`src/rtl/alu_op_sequencer.sv`:
```
// Byte-stream front-end for the 8-bit ALU: collects A, B and opcode, registers them onto the
// ALU ports, then returns the ALU result and flags over a valid/ready handshake.
module alu_op_sequencer #(
    parameter int unsigned W   = 8,
    parameter int unsigned OPW = 2
) (
    input  logic           clk,
    input  logic           reset,
    input  logic [W-1:0]   in_data,
    input  logic           in_valid,
    output logic           in_ready,
    output logic [W-1:0]   alu_A,
    output logic [W-1:0]   alu_B,
    output logic [OPW-1:0] alu_OpCode,
    input  logic [W-1:0]   alu_Result,
    input  logic           alu_V,
    input  logic           alu_C,
    input  logic           alu_Z,
    input  logic           alu_N,
    output logic [W-1:0]   res_data,
    output logic [3:0]     res_flags,
    output logic           res_valid,
    input  logic           res_ready,
    output logic           busy,
    output logic [7:0]     op_count
);

    typedef enum logic [2:0] {
        GET_A,
        GET_B,
        GET_OP,
        EXEC,
        RESP
    } state_t;

    state_t state, state_n;

    always_ff @(posedge clk or negedge reset) begin
        if (!reset) begin
            state <= GET_A;
        end else begin
            state <= state_n;
        end
    end

    always_comb begin
        state_n  = state;
        in_ready = 1'b0;
        busy     = 1'b1;
        case (state)
            GET_A: begin
                in_ready = 1'b1;
                busy     = 1'b0;
                if (in_valid) state_n = GET_B;
            end
            GET_B: begin
                in_ready = 1'b1;
                if (in_valid) state_n = GET_OP;
            end
            GET_OP: begin
                in_ready = 1'b1;
                if (in_valid) state_n = EXEC;
            end
            EXEC: state_n = RESP;
            RESP: begin
                if (res_ready) state_n = GET_A;
            end
            default: state_n = GET_A;
        endcase
    end

    // Operands and results only move on their own beat/edge so the ALU never sees mixed inputs.
    always_ff @(posedge clk or negedge reset) begin
        if (!reset) begin
            alu_A      <= '0;
            alu_B      <= '0;
            alu_OpCode <= '0;
            res_data   <= '0;
            res_flags  <= '0;
            res_valid  <= 1'b0;
            op_count   <= '0;
        end else begin
            case (state)
                GET_A:  if (in_valid) alu_A <= in_data;
                GET_B:  if (in_valid) alu_B <= in_data;
                GET_OP: if (in_valid) alu_OpCode <= in_data[OPW-1:0];
                EXEC: begin
                    res_data  <= alu_Result;
                    res_flags <= {alu_V, alu_C, alu_Z, alu_N};
                    res_valid <= 1'b1;
                    op_count  <= op_count + 8'd1;
                end
                RESP: if (res_valid && res_ready) res_valid <= 1'b0;
                default: ;
            endcase
        end
    end

endmodule

```
`config.mk`:
```
export PLATFORM = sky130hd
export DESIGN_NAME = alu_op_sequencer
export DESIGN_NICKNAME = d
export VERILOG_FILES = /design/src/rtl/alu_op_sequencer.sv
export SDC_FILE = /design/constraint.sdc
export NUM_CORES = 1
export LEC_CHECK = 0
export BUFFER_PORTS_ARGS = -buffer_cell sky130_fd_sc_hd__buf_2
export CAP_MARGIN = 20
export CORE_MARGIN = 4
export CORE_UTILIZATION = 42
export DETAILED_ROUTE_END_ITERATION = 10
export GPL_ROUTABILITY_DRIVEN = 0
export MAX_ROUTING_LAYER = met4
export PLACE_DENSITY = 0.76
export SYNTH_ARGS = -nofsm -noshare
export SYNTH_HDL_FRONTEND = slang
export SYNTH_SLANG_ARGS = --single-unit
export TNS_END_PERCENT = 100
```
`constraint.sdc`:
```
create_clock -name clk -period 1.7 [get_ports clk]
set_input_delay 0.085 -clock clk [delete_from_list [all_inputs] [get_ports clk]]
set_output_delay 0.085 -clock clk [all_outputs]
set_load 0.005 [all_outputs]
```
==> impl_metrics.ini <==
[detailed_routing]
viasPerCell = 4.77
first_pass_iters = 4
detail_route.iter0.violations = 39
drc = 0
avgRoutedWirePerCell_um = 12.8
dr_total_vias = 1331
drt-total-wl_um = 3580
final_antenna_net_count = 0

[sta]
fin_worst_skew_ns = 0.00643
grt_setup_unrepaired = no
setup_violations = 0
setup_slack_ns = 0.239
tightestPinTransition_ns = 0.499
timing.final.max_slew_violations = 0
max_slew_margin_pct = 66.7
timing.fmax_mhz = 685
timing.setup.tns_ns = 0
fin_crit_sh_pct = 85.9
hold_viol = 0
min_period_ns = 1.46
whs_ns = 0.00885

[placed_design]
numPortBuffers = 64
place_ws_ns = 0.266
dpl.hpwl_um = 2540

[clock_network]
htree_levels = 2
cts_buffers = 5
cts_tree = yes
clk_latency_ns = 0.29
cts_sinks = 42
path_clk_slew_ns = 0.07
ctsHoldBuffers = 12
post_cts_buffers = 0
cts_resized = 0
clk_path_buf_depth = 2
root_buffer = clkbuf_8

[pwr]
switching_power_mw = 1.28
pwr_density_cell_mw_per_mm2 = 1660
p_total_mw = 3.87
p_leak_nw = 1.21
combPwrFrac_pct = 39.2
internal-power_mw = 2.60
power_frac_clock_pct = 16.5
p_seq_share_pct = 44.3
irDropWorstVdd_mv = 0.795
sw_frac_of_total_pct = 32.9

[yosys]
netlist_instances = 145
synth_top_cell_by_area = dfrtp_1
synthDominantCellAreaShare_pct = 60.5
synth.cell_area_sq_mm = 0.00174
avgSynthCellArea_sq_um = 12.0
yosys-top-cells-area = dfrtp_1 (61%), mux2_2 (12%), nand2_1 (8.9%), xnor2_1 (2.0%), xor2_1 (1.5%)
synth.distinct_cells = 27
synthesis.nets = 170
yosys_warnings = 0
synth_seq_cells = 42
synth_seq_area_share_pct = 60.5

[floorplan]
pin_count = 65
rows = 23
fp.dieW_um = 72.3
fp.dieArea_sq_mm = 0.00523
die_h_um = 72.3
start_util_pct = 43.4
core-area_sq_mm = 0.00400

[layout]
regArea_sq_mm = 0.00105
syn_to_final_growth_pct = 34.4
drive_above_1_share_pct = 44.1
multi_input_area_sq_um = 632
layout.nets = 253
insertedDiodeCount = 0
fill_cells = 350

[status]
status = finished clean

[job]
cap_viol_max_count = 0

[critical_path]
cp_cell_sequence = buf_4, or3_1, buf_2
critPathKind = reg -> out
slowest_delay_ns = 0.42
cp_max_fo = 9
required_ns = 1.62
cp_data_arrival_time_ns = 1.38
slowest_stage = dfrtp_1
critPathLaunchType = flop
cp-end-kind = output port

[global_routing]
globalRouteTotalUtil_pct = 15.6
grt_overflow = 0
grt_pass1_vias = 1346
antenna_found_initial = 0
grt_max_degree = 43
grt_pass1_wl_um = 6080

[worst_hold_path]
hold_path_class = in -> reg
[metrics by stage]
stage / utilization (%) / cell area (sq um) / instances
after floorplan: - / 1740 / 145
after global placement: 53.0 / 2120 / 259
after detailed placement: 53.0 / 2120 / 259
after CTS: 58.3 / 2330 / 279
after global routing: 58.3 / 2330 / 279
final: 58.3 / 2330 / 279
[cells in the mapped netlist]
library cell  number
and3b_1            1
buf_6              2
nand4_1            2
nand3b_4           1
a21oi_1            4
buf_2              1
mux2_2            19
nor3_1             2
buf_4              1
nor2_2             1
nand2b_4           1
nand3b_1           2
nor2_1             4
or4_1              1
nand4b_1           1
nand3_1            1
or3_1              1
nand2_1           41
clkbuf_1           2
nor3_4             1
xnor2_1            4
nand2b_1           2
dfrtp_1           42
inv_1              3
nor4_2             1
xor2_1             3
ha_1               1
[layer usage]
| layer | part of all wire (%) | track usage, % | up-vias |
|---|---|---|---|
| met5 | 0 | - | - |
| met4 | 1.2 | 5.01 | 0 |
| met3 | 9.3 | 5.68 | 6 |
| met2 | 49 | 25.3 | 57 |
| met1 | 40 | 18.0 | 624 |
| li1 | - | - | 644 |
[sequential cells by signal, indices dropped and copies added, names as in the netlist]
| name | count |
|---|---|
| alu_A | 8 |
| alu_B | 8 |
| alu_OpCode | 2 |
| op_count | 8 |
| res_data | 8 |
| res_flags | 4 |
| res_valid | 1 |
| state | 3 |
[cell type report]
type | instances | share of cell area [%]
Timing Repair Buffer | 82 | 20.8
Sequential cell | 42 | 45.0
Inverter | 3 | 0.483
Clock buffer | 7 | 3.70
Multi-Input combinational cell | 94 | 27.1
Tap cell | 50 | 2.68
Clock inverter | 1 | 0.214
[power by group through the flow]
stage	registers, mW	logic, mW	clock network [mW]
final	1.72	1.52	0.641
after global routing	1.79	1.70	0.712
after CTS	1.72	1.55	0.667
after detailed placement	1.73	1.53	0
after global placement	1.72	1.48	0
after floorplan	1.75	0.845	0
[worst max-delay path: cells and delay by family, from the launching register on]
| kind | cells | cell delay, ns |
|---|---|---|
| buffers and inverters | 2 | 0.31 |
| AND/OR/NAND/NOR | 1 | 0.36 |
| flip-flops | 1 | 0.42 |
[cell families after synthesis]
family          count (synthesis)  synth area share, %
simple gates                   63                 18.7
flops                          42                 60.5
mux                            19                 12.3
buf+inv                         9                 3.10
xor+xnor                        7                 3.53
compound gates                  4                 1.15
fa+ha+maj                       1                0.720
[final timing paths]
kind / startpoint / to / slack, ns / cells past startpoint
max in group asynchronous: reset / alu_B[1] / 0.96 / 3
min reg2reg: op_count[7] / op_count[7] / 0.47 / 1
min: alu_Result[6] / res_data[6] / 0.009 / 3
max reg2reg: state[1] / alu_B[0] / 0.27 / 3
max: state[1] / busy / 0.24 / 3
min in group asynchronous: reset / res_data[2] / 0.40 / 3
[cell usage in the layout (no fill, tap or decap), types with 2 or more instances in the layout]
master / synthesis / routed
mux2_2: 19 / 19
buf_2: 1 / 64
nand4_1: 2 / 2
nor3_1: 2 / 2
xnor2_1: 4 / 4
inv_1: 3 / 3
buf_4: 1 / 6
a21oi_1: 4 / 4
dlygate4sd3_1: 0 / 12
nand3b_1: 2 / 2
nor2_1: 4 / 4
dfrtp_1: 42 / 42
nand2b_1: 2 / 2
xor2_1: 3 / 3
nand2_1: 41 / 41
clkbuf_8: 0 / 6
No activity file was read; power rests on OpenSTA's default activity.
